[config.mk]
export PLATFORM = sky130hd
export DESIGN_NAME = action_selector
export DESIGN_NICKNAME = d
export VERILOG_FILES = /design/src/rtl/quas_pkg.sv /design/src/rtl/lfsr16.sv /design/src/rtl/action_selector.sv
export SDC_FILE = /design/constraint.sdc
export NUM_CORES = 1
export LEC_CHECK = 0
export ABC_AREA = 1
export BUFFER_PORTS_ARGS = -buffer_cell sky130_fd_sc_hd__buf_2
export CAP_MARGIN = 20
export CELL_PAD_IN_SITES_DETAIL_PLACEMENT = 0
export CELL_PAD_IN_SITES_GLOBAL_PLACEMENT = 1
export CORE_MARGIN = 2
export CORE_UTILIZATION = 33
export DETAILED_ROUTE_END_ITERATION = 8
export MAX_ROUTING_LAYER = met4
export PLACE_DENSITY = 0.88
export SYNTH_ARGS = -nofsm -noshare
export SYNTH_HDL_FRONTEND = slang
export SYNTH_HIERARCHICAL = 1
export SYNTH_SLANG_ARGS = --single-unit
[constraint.sdc]
create_clock -name clk -period 1.57 [get_ports clk]
set_input_delay 0.157 -clock clk [delete_from_list [all_inputs] [get_ports clk]]
set_output_delay 0.157 -clock clk [all_outputs]
set_load 0.02 [all_outputs]
[src/rtl/quas_pkg.sv]
// Shared definitions for the Q-learning action selector: Q16.16 constants,
// selector FSM states and the LFSR polynomial/seed.
package quas_pkg;

    localparam int DATA_WIDTH  = 32;
    localparam int Q_FRAC_BITS = 16;

    localparam logic signed [DATA_WIDTH-1:0] Q_ZERO = 32'sh0000_0000;
    localparam logic signed [DATA_WIDTH-1:0] Q_ONE  = 32'sh0001_0000;
    localparam logic signed [DATA_WIDTH-1:0] Q_MAX  = 32'sh7FFF_FFFF;
    localparam logic signed [DATA_WIDTH-1:0] Q_MIN  = 32'sh8000_0000;

    typedef enum logic [1:0] {
        IDLE   = 2'd0,
        FETCH  = 2'd1,
        SELECT = 2'd2,
        OUT    = 2'd3
    } sel_state_t;

    localparam logic [15:0] LFSR_MASK = 16'hB400;
    localparam logic [15:0] LFSR_SEED = 16'hACE1;

    // One right shift of the Galois LFSR; the feedback bit is the LSB shifted out.
    function automatic logic [15:0] lfsr_step(input logic [15:0] v);
        return (v >> 1) ^ (v[0] ? LFSR_MASK : 16'h0000);
    endfunction

endpackage

[src/rtl/lfsr16.sv]
// 16-bit Galois LFSR that advances every cycle; a reseed pulse replaces that
// cycle's shift, and an all-zero seed is swapped for the default seed.
module lfsr16
    import quas_pkg::*;
(
    input  logic        clk,
    input  logic        rst_n,
    input  logic        seed_load,
    input  logic [15:0] seed,
    output logic [15:0] lfsr
);

    logic [15:0] lfsr_reg;
    logic [15:0] lfsr_next;

    always_comb begin
        lfsr_next = lfsr_step(lfsr_reg);
        if (seed_load) begin
            // All-zero state would lock the LFSR up
            lfsr_next = (seed == 16'h0000) ? LFSR_SEED : seed;
        end
    end

    always_ff @(posedge clk or negedge rst_n) begin
        if (!rst_n) begin
            lfsr_reg <= LFSR_SEED;
        end else begin
            lfsr_reg <= lfsr_next;
        end
    end

    assign lfsr = lfsr_reg;

endmodule

[src/rtl/action_selector.sv]
// Epsilon-greedy action selector: fetches a Q-row, picks argmax or a random action.
// Optional epsilon decay register enabled by ACTION_SELECTOR_EPS_DECAY_EN.
module action_selector #(
    parameter int          NUM_STATES   = 16,
    parameter int          NUM_ACTIONS  = 4,
    parameter int          DATA_WIDTH   = quas_pkg::DATA_WIDTH,
    parameter int          DECAY_SHIFT  = 8,
    parameter logic [15:0] EPS_MIN      = 16'h0100,
    localparam int         STATE_WIDTH  = (NUM_STATES > 1) ? $clog2(NUM_STATES) : 1,
    localparam int         ACTION_WIDTH = $clog2(NUM_ACTIONS)
) (
    input  logic                               clk,
    input  logic                               rst_n,
    input  logic                               req_valid,
    output logic                               req_ready,
    input  logic [STATE_WIDTH-1:0]             req_state,
    input  logic [15:0]                        epsilon,
    input  logic                               eps_load,
    input  logic                               seed_load,
    input  logic [15:0]                        seed,
    output logic                               q_rd_en,
    output logic [STATE_WIDTH-1:0]             q_rd_state,
    input  logic [NUM_ACTIONS*DATA_WIDTH-1:0]  q_rd_data,
    output logic                               act_valid,
    input  logic                               act_ready,
    output logic [STATE_WIDTH-1:0]             act_state,
    output logic [ACTION_WIDTH-1:0]            act_action,
    output logic                               act_explore
);
    import quas_pkg::*;

    sel_state_t state_reg, state_next;

    logic [STATE_WIDTH-1:0]  cap_state_reg;
    logic [STATE_WIDTH-1:0]  act_state_reg;
    logic [ACTION_WIDTH-1:0] act_action_reg;
    logic                    act_explore_reg;
    logic [15:0]             lfsr;
    logic [15:0]             eps_eff;
    logic                    accept;
    logic                    act_handshake;

    lfsr16 u_lfsr (
        .clk       (clk),
        .rst_n     (rst_n),
        .seed_load (seed_load),
        .seed      (seed),
        .lfsr      (lfsr)
    );

    always_ff @(posedge clk or negedge rst_n) begin
        if (!rst_n) begin
            state_reg <= IDLE;
        end else begin
            state_reg <= state_next;
        end
    end

    always_comb begin
        state_next = state_reg;
        req_ready  = 1'b0;
        q_rd_en    = 1'b0;
        act_valid  = 1'b0;
        case (state_reg)
            IDLE: begin
                req_ready = 1'b1;
                if (req_valid) state_next = FETCH;
            end
            FETCH: begin
                q_rd_en    = 1'b1;
                state_next = SELECT;
            end
            SELECT: state_next = OUT;
            OUT: begin
                act_valid = 1'b1;
                if (act_ready) state_next = IDLE;
            end
            default: state_next = IDLE;
        endcase
    end

    assign accept        = (state_reg == IDLE) && req_valid;
    assign act_handshake = (state_reg == OUT) && act_ready;
    assign q_rd_state    = cap_state_reg;

`ifdef ACTION_SELECTOR_EPS_DECAY_EN
    logic [15:0] eps_reg;
    logic [15:0] eps_dec;

    assign eps_dec = eps_reg - (eps_reg >> DECAY_SHIFT);

    always_ff @(posedge clk or negedge rst_n) begin
        if (!rst_n) begin
            eps_reg <= 16'hFFFF;
        end else if (eps_load) begin
            eps_reg <= epsilon;
        end else if (act_handshake) begin
            eps_reg <= (eps_dec < EPS_MIN) ? EPS_MIN : eps_dec;
        end
    end

    assign eps_eff = eps_reg;
`else
    logic [15:0] eps_cap_reg;
    logic        unused_cfg;

    always_ff @(posedge clk or negedge rst_n) begin
        if (!rst_n) begin
            eps_cap_reg <= 16'h0000;
        end else if (accept) begin
            eps_cap_reg <= epsilon;
        end
    end

    assign eps_eff    = eps_cap_reg;
    assign unused_cfg = ^{eps_load, act_handshake, EPS_MIN, 32'(DECAY_SHIFT)};
`endif

    // Signed argmax; strict compare keeps the lowest index on ties
    logic signed [DATA_WIDTH-1:0] q_vals [NUM_ACTIONS];
    logic signed [DATA_WIDTH-1:0] best_val;
    logic [ACTION_WIDTH-1:0]      greedy_action;
    logic                         explore;

    generate
        for (genvar gi = 0; gi < NUM_ACTIONS; gi++) begin : g_unpack
            assign q_vals[gi] = q_rd_data[gi*DATA_WIDTH +: DATA_WIDTH];
        end
    endgenerate

    always_comb begin
        best_val      = q_vals[0];
        greedy_action = '0;
        for (int i = 1; i < NUM_ACTIONS; i++) begin
            if (q_vals[i] > best_val) begin
                best_val      = q_vals[i];
                greedy_action = ACTION_WIDTH'(i);
            end
        end
    end

    assign explore = (lfsr < eps_eff);

    always_ff @(posedge clk or negedge rst_n) begin
        if (!rst_n) begin
            cap_state_reg   <= '0;
            act_state_reg   <= '0;
            act_action_reg  <= '0;
            act_explore_reg <= 1'b0;
        end else begin
            if (accept) cap_state_reg <= req_state;
            if (state_reg == SELECT) begin
                act_state_reg   <= cap_state_reg;
                act_action_reg  <= explore ? lfsr[15 -: ACTION_WIDTH] : greedy_action;
                act_explore_reg <= explore;
            end
        end
    end

    assign act_state   = act_state_reg;
    assign act_action  = act_action_reg;
    assign act_explore = act_explore_reg;

endmodule
; Word-level counts from Yosys, hierarchy flattened
; Cells that the tools add are included.
; Widths: inputs -> output; s select.
[totals]
reg_bits = 45
input_bits = 170
output_inout_bits = 14
[classes]
order_cmp = 4
eq_ne = 5
n_mux = 15
bitwise_logic = 1
n_reduce_logical = 4
[op_table]
columns = cell, n
row1 = $gt 32x32->1, 3
row2 = $mux 32, 2
row3 = $mux 16, 3
row4 = $logic_not 16->1, 1
row5 = $lt 16x16->1, 1
row6 = $xor 15x16->16, 1
row7 = $mux 2, 5
row8 = $pmux 2 s4, 1
row9 = $eq 2x2->1 const B, 2
row10 = $mux 1, 4
row11 = $ne 2x2->1 const B, 2
row12 = $eq 2x1->1 const B, 1
row13 = $logic_not 2->1, 1
row14 = $reduce_and 2->1, 1
row15 = $logic_and 1x1->1, 1

; Logic depth before layout (Yosys ltp)
[depth]
ltp_word = 7
mapped_depth = 54
mapped_depth_nobuf = 51

; By module
; Netlist, hierarchy kept.
[modules_own_cells]
columns = module, n_inst, cells_each, area_per_inst_um2, seq_area_each_um2
row1 = action_selector, 1, 708, 4750.8, 725.7
row2 = lfsr16, 1, 85, 720.7, 410.4

; Worst setup path after synthesis
; Ideal clock, no wire load.
[synth_timing]
path_type = input port to flip-flop
from = input port q_rd_data[31]
to = register act_action_reg[0], in the netlist act_action[0]
setup_ns = 0.116
arrival_time_ns = 4.349
setup_slack_ns = -2.895
path_stages = 39
n_path_buf = 3
path_cell_list = inv_1 -> ha_1 -> nand2_1 -> nor2_1 -> nand2_1 -> nor2_1 -> nand2_1 -> nand3_1 -> nand2_1 -> nor2_4 -> buf_6 -> nand2_1 -> and2_1 -> ha_1 -> nand2_1 -> nor2_1 -> nand2_1 -> nor4_2 -> [3 not listed] -> buf_6 -> buf_4 -> nand3_1 -> o21ai_1 -> ha_1 -> nand2_1 -> nor2_1 -> nand2_1 -> nor4_1 -> nand2_1 -> nand2_1 -> nand2_1 -> nand3_1 -> nand2_1 -> inv_1 -> nand2_1 -> nand2_1 -> nand2_1
[synth_via]
elab_chain_cells = 7
[synth_rtl]
columns = element, line
row1 = "start, declared", action_selector.sv:23  ; input logic [NUM_ACTIONS*DATA_WIDTH-1:0] q_rd_data,
row2 = $gt 32x32->1, action_selector.sv:135  ; if (q_vals[i] > best_val) begin
row3 = $mux 32, action_selector.sv:135
row4 = $gt 32x32->1, action_selector.sv:135
row5 = $mux 32, action_selector.sv:135
row6 = $gt 32x32->1, action_selector.sv:135
row7 = $mux 2 (*), action_selector.sv:135
row8 = $mux 2 (*), action_selector.sv:154  ; act_action_reg <= explore ? lfsr[15 -: ACTION_WIDTH] : greedy_action;
row9 = "end signal, assigned", action_selector.sv:154
row10 = "end, declared", action_selector.sv:36  ; logic [ACTION_WIDTH-1:0] act_action_reg;
; Every way passes the cells marked *; elsewhere a longest branch is shown, timed or not.
; A chain may end at the register's enable or synchronous reset.

; Final worst setup path
[layout_timing]
from = input port q_rd_data[13]
to = register act_action_reg[0], in the netlist act_action[0]
; The elaborated chain is that of the path after synthesis.

==> results.yml <==
clocking:
  cts_tree: "yes"
  cts-htree-levels: 2
  cts_num_sinks: 45
  root_buffer: "clkbuf_16"
  numCtsBuffers: 5
  clk_latency_ns: 0.29
  cts_max_path_buffers: 2
  clk_pin_slew_worst_paths_ns: 0.06
power:
  p_switching_w: 0.003762
  p_int_w: 0.005200
  power_frac_seq: 0.197
  comb_power_share: 0.670
  power_per_cell_area_nw_per_um2: 1057
  leakage_nw: 4.583
  clkPwrFrac: 0.133
  p_sw_frac: 0.4198
  vdd_drop_max_mv: 0.7674
grt:
  grt_pass1_vias: 5978
  grt_usage: 0.2015
  grt_antenna_before_repair: 3
  overflow: 0
  grt_pass1_wl_um: 28180
  grt_max_degree: 46
floorplan:
  start_util: 0.3335
  ios: 184
  die_h_um: 132.8
  coreArea_um2: 16410
  fp.dieW_um: 132.8
  rows: 47
  die_area_um2: 17630
finish:
  multi_input_area_um2: 4340
  area_delta_synth_final_pct: 54.97
  drive_gt1_frac: 0.3978
  layout.area.seq_um2: 1136
  n_fill_cell: 1565
  nNetsFinal: 1390
  layout_common_cells: "nand2_1, buf_2, buf_4, ha_1, inv_1"
  layout_commonest_cell: "nand2_1"
routing:
  vias_per_cell: 4.716
  detail-route-antenna-nets: 0
  wl_per_cell_um: 13.21
  dr.pass1.iters: 4
  vias: 6268
  wl_um: 17560
  drt_iter0_drc: 209
  post-route-drc-count: 0
critical_path:
  critPathMaxFanout: 7
  critPathBufInv: 10
  path_common_cell: "nand2_1"
  arrival_ns: 4.95
  critPathRequiredTime_ns: 1.75
  endpoint_kind: "flip-flop"
  cpLargestDelayFamily: "simple AND/OR/NAND/NOR gates"
  slowest_delay_ns: 0.29
  cpMaxStageDelayCell: "ha_1"
  cp-start-kind: "input port"
  setup.worst_path.class: "in2reg"
sta:
  postLayoutSetupSlackWorst_ns: -3.196
  setup_viol: 2
  period_minus_slack_ns: 4.766
  maxSlewViolCount: 0
  worst_slew_pin_slew_ns: 0.3746
  finalClockSkew_ns: 0.007169
  slew_headroom: 0.7503
  finalSetupTns_ns: -6.348
  hold_viol: 0
  holdWs_ns: 0.08189
  period_share: 3.036
  clock.fmax_mhz: 209.8
  rsz0062_at_grt: "true"
synthesis:
  netlist_area_um2: 5471
  synth_top_area_cell: "ha_1"
  syn_nets: 1078
  synth_seq_area_share: 0.2076
  ys_ff_latch: 45
  yosysWarnings: 6
  synth_cells: 793
  yosysTopAreaCellShare: 0.2630
  syn_avg_cell_area_um2: 6.900
  synth_area_leaders: "ha_1, dfrtp_1, nand2_1, a21oi_1, inv_1"
  ys_types: 33
run_status:
  failed_checks: "setup timing"
  outcome: "finished with violations"
placement:
  gp_congestion: 0.8923
  post-dp-hpwl_um: 14090
  port_buffers: 182
flow_run:
  drv_cap: 0
hold_path:
  hp-class: "in2reg"
==> tightest hold or removal path: stages <==
cell and delay, ns:
buf_2 0.09, nand2_1 0.04, nand2_1 0.05
==> path summary, 6_finish.rpt <==
| path | start | to | depth (start not counted) | slack, ns |
|---|---|---|---|---|
| worst min register to register | act_state[2] | act_state[2] | 2 | 0.47 |
| worst max-delay path | q_rd_data[13] | act_action[0] | 41 | -3.20 |
| min in group asynchronous | rst_n | eps_cap_reg[0] | 3 | 0.38 |
| worst max register to register | u_lfsr/lfsr[15] | act_action[0] | 11 | -0.12 |
| worst min-delay path | seed[9] | u_lfsr/lfsr[9] | 3 | 0.08 |
| max in group asynchronous | rst_n | u_lfsr/lfsr[13] | 3 | 0.92 |
==> cell type report <==
class                   instances  share of cell area
clock buffers                   6             0.01520
inverters                      84             0.03807
flip-flops and latches         45              0.1340
well taps                     220             0.03246
diodes                          3           0.0008853
repair buffers                325              0.2629
clock inverters                 2            0.004574
multi-input cells             644              0.5119
==> logic make-up after synthesis <==
logic type	Yosys count	synth area share
simple gates	382	0.2980
xor+xnor	3	0.004803
mux	4	0.008232
compound gates	140	0.1342
buf+inv	104	0.08415
fa+ha+maj	115	0.2630
flops	45	0.2076
==> Yosys cell counts <==
library cell  instances
a21o_1                3
and2_1               32
nor3b_1               1
o21ai_0              38
nand2_1             224
inv_6                 1
nor2_2                2
nor4_1                1
buf_2                 4
o21bai_1              2
nor4_2                1
o22ai_1               1
nor3_1                3
mux2_2                4
o21a_1                8
nor2_1               64
nor2_4                1
buf_4                 4
nand2_2               1
nand4_1               9
nand3_2               1
a21oi_1              77
xnor2_1               1
inv_1                83
o21ai_1              11
ha_1                115
and3_1                1
buf_6                 6
clkbuf_1              6
xor2_1                2
nand3_1              41
dfrtp_1              37
dfstp_2               8
==> metrics by stage <==
step | cells | worst slack, ns | total power, W | area (um^2) | utilization
floorplan | 793 | -2.686 | 0.004918 | 5584 | -
global placement | 1301 | -3.566 | 0.006660 | 7649 | 0.4662
detailed placement | 1301 | -3.642 | 0.006789 | 7649 | 0.4662
CTS | 1327 | -3.151 | 0.008614 | 8239 | 0.5022
global route | 1329 | -3.558 | 0.009811 | 8479 | 0.5168
finish | 1329 | -3.196 | 0.008961 | 8479 | 0.5168
==> timing repair <==
item | in CTS | in global routing
hold buffers | 1 | 0
hold endpoints to repair | 37 | 0
buffers inserted | 12 | 0
resized for setup | 42 | 58
pin swaps | 22 | 18
setup endpoints to repair | 3 | 15
gates cloned | 5 | 0
==> layer usage <==
| layer | vias up | wire length, um | GRT usage |
|---|---|---|---|
| li1 | 3257 | - | - |
| met1 | 2794 | 7704 | 0.2452 |
| met2 | 186 | 8296 | 0.3400 |
| met3 | 31 | 1075 | 0.04215 |
| met4 | 0 | 483 | 0.05197 |
| met5 | - | 0 | - |
==> power groups by stage <==
stage | clock network, W | logic, W | registers (W)
CTS | 0.00121 | 0.00564 | 0.00176
floorplan | 0 | 0.00300 | 0.00191
global route | 0.00127 | 0.00673 | 0.00181
detailed placement | 0 | 0.00501 | 0.00178
finish | 0.00119 | 0.00601 | 0.00177
global placement | 0 | 0.00490 | 0.00176
Power figures use the tool's default switching activity.
